File: src/rtl/barrel_cmd_seq.sv
// Command sequencer for the barrel rotate register: buffers rotate commands in a
// small FIFO, steps the barrel through load/rotate/capture and returns the final word.
module barrel_cmd_seq #(
  parameter int data_size  = 8,
  parameter int sel_width  = 3,
  parameter int cnt_width  = 4,
  parameter int fifo_depth = 4
) (
  input  logic                 Clock,
  input  logic                 Reset,
  input  logic                 cmd_valid,
  output logic                 cmd_ready,
  input  logic [data_size-1:0] cmd_data,
  input  logic [sel_width-1:0] cmd_sel,
  input  logic [cnt_width-1:0] cmd_count,
  output logic                 Load,
  output logic [sel_width-1:0] Select,
  output logic [data_size-1:0] Data_in,
  input  logic [data_size-1:0] barrel_q,
  output logic                 result_valid,
  output logic [data_size-1:0] result_data,
  output logic                 busy
);

  localparam int ptr_w = (fifo_depth > 1) ? $clog2(fifo_depth) : 1;
  localparam int ent_w = data_size + sel_width + cnt_width;
  localparam logic [ptr_w-1:0]     PTR_ONE  = ptr_w'(1);
  localparam logic [ptr_w:0]       OCC_ONE  = (ptr_w + 1)'(1);
  localparam logic [ptr_w:0]       OCC_FULL = (ptr_w + 1)'(fifo_depth);
  localparam logic [cnt_width-1:0] CNT_ONE  = cnt_width'(1);

  typedef enum logic [1:0] {
    ST_IDLE    = 2'd0,
    ST_LOAD    = 2'd1,
    ST_ROTATE  = 2'd2,
    ST_CAPTURE = 2'd3
  } state_t;

  logic [ent_w-1:0]     fifo_mem_r [fifo_depth];
  logic [ptr_w-1:0]     wr_ptr_r, rd_ptr_r;
  logic [ptr_w:0]       occ_r;
  logic                 full_s, empty_s, push_s, pop_s;
  logic [ent_w-1:0]     head_s;
  logic [data_size-1:0] head_data_s;
  logic [sel_width-1:0] head_sel_s;
  logic [cnt_width-1:0] head_cnt_s;

  state_t               state_r, state_nxt_s;
  logic                 load_r, load_nxt_s;
  logic [sel_width-1:0] select_r, select_nxt_s;
  logic [data_size-1:0] data_in_r, data_in_nxt_s;
  logic [cnt_width-1:0] rem_r, rem_nxt_s;
  logic [sel_width-1:0] cur_sel_r, cur_sel_nxt_s;
  logic                 res_valid_r, res_valid_nxt_s;
  logic [data_size-1:0] res_data_r, res_data_nxt_s;

  assign full_s      = (occ_r == OCC_FULL);
  assign empty_s     = (occ_r == '0);
  assign push_s      = cmd_valid && !full_s;
  assign head_s      = fifo_mem_r[rd_ptr_r];
  assign head_data_s = head_s[ent_w-1 -: data_size];
  assign head_sel_s  = head_s[cnt_width +: sel_width];
  assign head_cnt_s  = head_s[cnt_width-1:0];

  assign cmd_ready    = !full_s;
  assign Load         = load_r;
  assign Select       = select_r;
  assign Data_in      = data_in_r;
  assign result_valid = res_valid_r;
  assign result_data  = res_data_r;
  assign busy         = (state_r != ST_IDLE);

  // FIFO storage; contents are don't-care until written, so no reset
  always_ff @(posedge Clock) begin
    if (push_s) begin
      fifo_mem_r[wr_ptr_r] <= {cmd_data, cmd_sel, cmd_count};
    end
  end

  // FIFO pointers and occupancy
  always_ff @(posedge Clock or negedge Reset) begin
    if (!Reset) begin
      wr_ptr_r <= '0;
      rd_ptr_r <= '0;
      occ_r    <= '0;
    end else begin
      if (push_s) wr_ptr_r <= wr_ptr_r + PTR_ONE;
      if (pop_s)  rd_ptr_r <= rd_ptr_r + PTR_ONE;
      case ({push_s, pop_s})
        2'b10:   occ_r <= occ_r + OCC_ONE;
        2'b01:   occ_r <= occ_r - OCC_ONE;
        default: occ_r <= occ_r;
      endcase
    end
  end

  // Next state and next values of every registered output
  always_comb begin
    state_nxt_s     = state_r;
    load_nxt_s      = 1'b0;
    select_nxt_s    = select_r;
    data_in_nxt_s   = data_in_r;
    rem_nxt_s       = rem_r;
    cur_sel_nxt_s   = cur_sel_r;
    res_valid_nxt_s = 1'b0;
    res_data_nxt_s  = res_data_r;
    pop_s           = 1'b0;
    case (state_r)
      ST_IDLE: begin
        select_nxt_s = '0;
        if (!empty_s) begin
          pop_s         = 1'b1;
          state_nxt_s   = ST_LOAD;
          load_nxt_s    = 1'b1;
          data_in_nxt_s = head_data_s;
          cur_sel_nxt_s = head_sel_s;
          rem_nxt_s     = head_cnt_s;
        end else begin
          state_nxt_s = ST_IDLE;
        end
      end
      ST_LOAD: begin
        if (rem_r != '0) begin
          state_nxt_s  = ST_ROTATE;
          select_nxt_s = cur_sel_r;
        end else begin
          state_nxt_s  = ST_CAPTURE;
          select_nxt_s = '0;
        end
      end
      ST_ROTATE: begin
        rem_nxt_s = rem_r - CNT_ONE;
        // rem_r == 1 marks the last rotate cycle, so the max count never wraps
        if (rem_r == CNT_ONE) begin
          state_nxt_s  = ST_CAPTURE;
          select_nxt_s = '0;
        end else begin
          state_nxt_s  = ST_ROTATE;
          select_nxt_s = cur_sel_r;
        end
      end
      ST_CAPTURE: begin
        select_nxt_s    = '0;
        res_data_nxt_s  = barrel_q;
        res_valid_nxt_s = 1'b1;
        state_nxt_s     = ST_IDLE;
      end
      default: begin
        select_nxt_s = '0;
        state_nxt_s  = ST_IDLE;
      end
    endcase
  end

  // State and output registers
  always_ff @(posedge Clock or negedge Reset) begin
    if (!Reset) begin
      state_r     <= ST_IDLE;
      load_r      <= 1'b0;
      select_r    <= '0;
      data_in_r   <= '0;
      rem_r       <= '0;
      cur_sel_r   <= '0;
      res_valid_r <= 1'b0;
      res_data_r  <= '0;
    end else begin
      state_r     <= state_nxt_s;
      load_r      <= load_nxt_s;
      select_r    <= select_nxt_s;
      data_in_r   <= data_in_nxt_s;
      rem_r       <= rem_nxt_s;
      cur_sel_r   <= cur_sel_nxt_s;
      res_valid_r <= res_valid_nxt_s;
      res_data_r  <= res_data_nxt_s;
    end
  end

endmodule

File: config.mk
export PLATFORM = sky130hd
export DESIGN_NAME = barrel_cmd_seq
export DESIGN_NICKNAME = d
export VERILOG_FILES = /design/src/rtl/barrel_cmd_seq.sv
export SDC_FILE = /design/constraint.sdc
export NUM_CORES = 1
export LEC_CHECK = 0
export CAP_MARGIN = 10
export CORE_MARGIN = 2
export CORE_UTILIZATION = 55
export CTS_CLUSTER_DIAMETER = 40
export DETAILED_ROUTE_END_ITERATION = 8
export PLACE_DENSITY = 0.87
export SLEW_MARGIN = 40
export SYNTH_ARGS = -nofsm -noshare
export SYNTH_HDL_FRONTEND = slang
export SYNTH_SLANG_ARGS = --single-unit
export TNS_END_PERCENT = 5
File: constraint.sdc
create_clock -name Clock -period 2.72 [get_ports Clock]
set_clock_uncertainty 0.1 [all_clocks]
set_input_delay 0.408 -clock Clock [delete_from_list [all_inputs] [get_ports Clock]]
set_output_delay 0.408 -clock Clock [all_outputs]
set_load 0.05 [all_outputs]
==> results of run 1 <==
[sequential cells by signal (all words and copies together) (netlist names)]
signal        flops
Select            3
rem_r             4
cur_sel_r         3
state_r           2
Data_in           8
fifo_mem_r       60
Load              1
result_data       8
rd_ptr_r          2
occ_r             3
wr_ptr_r          2
result_valid      1
[cells in the final DEF, fill, tap and decap left out, types with 3 or more instances in the layout]
cell / instances
edfxtp_1: 60
clkdlybuf4s50_1: 47
dfrtp_1: 37
nand2_1: 35
inv_1: 14
mux4_2: 14
ha_1: 11
clkbuf_8: 10
mux2_2: 9
buf_4: 9
mux2i_1: 4
and2_1: 4
and3_1: 4
xnor2_1: 4
o21ai_0: 4
nor3_1: 3
a21oi_1: 3
[repair_timing]
action	in CTS	in global routing
hold buffers	0	1
resized for setup	0	0
endpoints found under the setup margin	0	0
hold endpoints to repair	0	37
[layer usage]
| metal | share of wire (%) | track usage, % | up-vias |
|---|---|---|---|
| met3 | 4.5 | 4.15 | 9 |
| li1 | - | - | 970 |
| met4 | 1.4 | 7.69 | 0 |
| met1 | 43 | 25.1 | 1089 |
| met5 | 0 | 0 | - |
| met2 | 52 | 37.0 | 71 |
[metrics by stage]
stage	hold WS (ns)	worst slack [ns]	power (mW)	util, %	cells
2_1_floorplan	0.0124	0.177	4.10	-	236
3_3_place_gp	0.349	0.453	4.76	65.8	379
3_5_place_dp	0.356	0.333	4.92	65.8	379
4_1_cts	0.0649	0.206	5.97	69.1	395
5_1_grt	0.408	0.126	6.24	69.3	396
6_report	0.375	0.229	5.92	69.3	396
[synth_stat cells (3+ instances only)]
cell type  count  area [um2]
edfxtp_1      60        1800
mux2i_1        4        40.0
and2_1         4        25.0
and3_1         4        25.0
mux2_2         9         101
dfrtp_1       37         926
xnor2_1        4        35.0
inv_1         14        52.6
buf_2          3        15.0
ha_1          11         138
nor3_1         3        15.0
a21oi_1        3        15.0
mux4_2        14         315
nand2_1       35         131
o21ai_0        4        20.0
[critical path, delay by kind of cell, from the launching register on]
| family | cells | cell delay, ns |
|---|---|---|
| buf+inv | 3 | 0.97 |
| flops | 1 | 0.39 |
| fa+ha+maj | 1 | 0.26 |
[final cells by class]
cell class,count,area (um2)
clock inverter,6,88.8
clock buffer,10,138
timing repair buffer,57,548
inverter,14,52.6
tap,96,120
fill,460,2090
sequential,97,2730
multi-input combinational,116,1030
[power by group through the flow]
| stage | Clock (mW) | Sequential (mW) | Combinational, mW |
|---|---|---|---|
| 2_1_floorplan | 0 | 2.79 | 1.31 |
| 3_3_place_gp | 0 | 2.31 | 2.45 |
| 3_5_place_dp | 0 | 2.34 | 2.58 |
| 4_1_cts | 1.05 | 2.32 | 2.60 |
| 5_1_grt | 1.11 | 2.36 | 2.76 |
| 6_report | 1.04 | 2.31 | 2.57 |
[cells by family after synthesis]
group	synth area share [%]
fa+ha+maj	4.08
buf+inv	2.75
mux	11.8
simple gates	6.60
xor+xnor	1.36
compound gates	2.85
flops	70.6
[how the worst max path moves through the flow]
stage | start | endpoint
after detailed placement | cmd_valid | occ_r[2]
after global routing | state_r[0] | busy
after floorplan | occ_r[0] | occ_r[2]
final | state_r[0] | busy
after CTS | state_r[0] | busy
after global placement | cmd_valid | occ_r[2]
==> metrics.md, run 1 <==
| Metric | Value |
|---|---|
| Run status | finished, final reports clean |
| Min-Delay Path Class | reg2reg |
| CTS tree | done |
| Max H-tree Level | 3 |
| Total clock sinks | 97 |
| Required time of the critical path | 2.21 ns |
| Worst IR Drop VDD | 0.000803 V |
| Drt total wl | 7290 um |
| Net Sw Frac | 38.8% |
| GRT Util Overall | 20.8% |
| Final net count | 333 |
| Clk network pwr share | 17.6% |
| Slowest cell delay on critical path | 0.80 ns |
| Vias per cell | 5.40 |
| Initial DRC Count | 141 |
| Register area share after synthesis | 70.6% |
| RSZ-0062 raised after global routing | no |
| Seq pwr share | 39.1% |
| Number of library cell types mapped by synthesis | 36 |
| Starting Density | 56.9% |
| Row count | 30 |
| Cells after synthesis | 236 |
| Final Max Tran Viols | 0 |
| R2R depth | 10 |
| Worst path cell trace | inv_1 > ha_1 > inv_1 > clkdlybuf4s50_1 |
| IO Pins | 49 |
| WHS Path Cells | 2 |
| Fin crit share | 91.6% |
| Tmin final | 2.49 ns |
| Setup CP Type | reg2out |
| GP Congestion | 0.818 |
| # diodes | 0 |
| CTS root buf | clkbuf_8 |
| Layout overhead on the synthesized area | 21.7% |
| Hold EP | cur_sel_r[2] |
| Drt pass-1 iters | 4 |
| First-pass GRT wire length | 11400 um |
| Final setup fails | 0 |
| Final ANT Viol Nets | 0 |
| Pin count of the biggest net entering global routing | 38 |
| Critical Path Slowest Stage Cell | clkdlybuf4s50_1 |
| Placed cell areas | 0.00447 mm2 |
| Warnings from Yosys | 0 |
| Top FF cell, synth | edfxtp_1 |
| Seq cells post-synth | 97 |
| DIE AREA | 0.00772 mm2 |
| RR Endpoint | occ_r[2] |
| Placeable Area | 0.00679 mm2 |
| Crit start category | flop |
| Design Area, Final | 0.00471 mm2 |
| HPWL after DPL | 4690 um |
| Post-synth EDFFs | 60 |
| Part of the power in combinational logic | 43.3% |
| Max clock buf depth | 2 |
| R2R Setup Slk | 0.40 ns |
| Die Ht | 87.8 um |
| CTS clk-pin slew, worst paths | 0.09 ns |
| Psw | 2.30 mW |
| Clk Latency, worst-skew pair | 0.36 ns |
| Int Pwr | 3.62 mW |
| Die X | 87.8 um |
| Relative slew slack | 65.7% |
| Leakage power | 1.84 nW |
| Asr flop ratio synth | 38.1% |
| Initial antenna violation count | 0 |
| HP Start | cur_sel_r[2] |
| Crit path max fanout | 5 |
| FF-to-FF Start | state_r[0] |
| Vias in the first global route | 2275 |
| Vias | 2139 |
| Critical Path End Type | output pin |
| Max Freq | 402 MHz |
| Max_cap viols | 0 |
| Setup Fix Bufs, Post-CTS | 0 |
| Hold Violations, Final | 0 |
| Port Buffers | 48 |
| CTS buffer count | 9 |
| Drt wl/cell | 18.4 um |
| # DRC | 0 |
| Crit path top cell by count | inv_1 |
| Avg Inst Size Synth | 16.4 um2 |
| GRT overflow | 0 |
| Share of post-route cells with drive strength above 1 | 16.3% |
| Pwr dens | 1260 mW/mm2 |
| Syn Nets | 274 |
| Synthesized area | 0.00387 mm2 |
| Slew @ Worst Pin | 0.512 ns |
| Crit path DAT | 1.98 ns |
| Final TNS setup | 0 ns |
Note: power is estimated with default switching activity, not from simulation.
==> run 2: changes to the inputs <==
--- a/config.mk
+++ b/config.mk
@@ -5,7 +5,6 @@
 export SDC_FILE = /design/constraint.sdc
 export NUM_CORES = 1
 export LEC_CHECK = 0
-export CAP_MARGIN = 10
 export CORE_MARGIN = 2
 export CORE_UTILIZATION = 55
 export CTS_CLUSTER_DIAMETER = 40
==> results of run 2 <==
No change in the layout: final DEF, timing and power equal those of run 1.
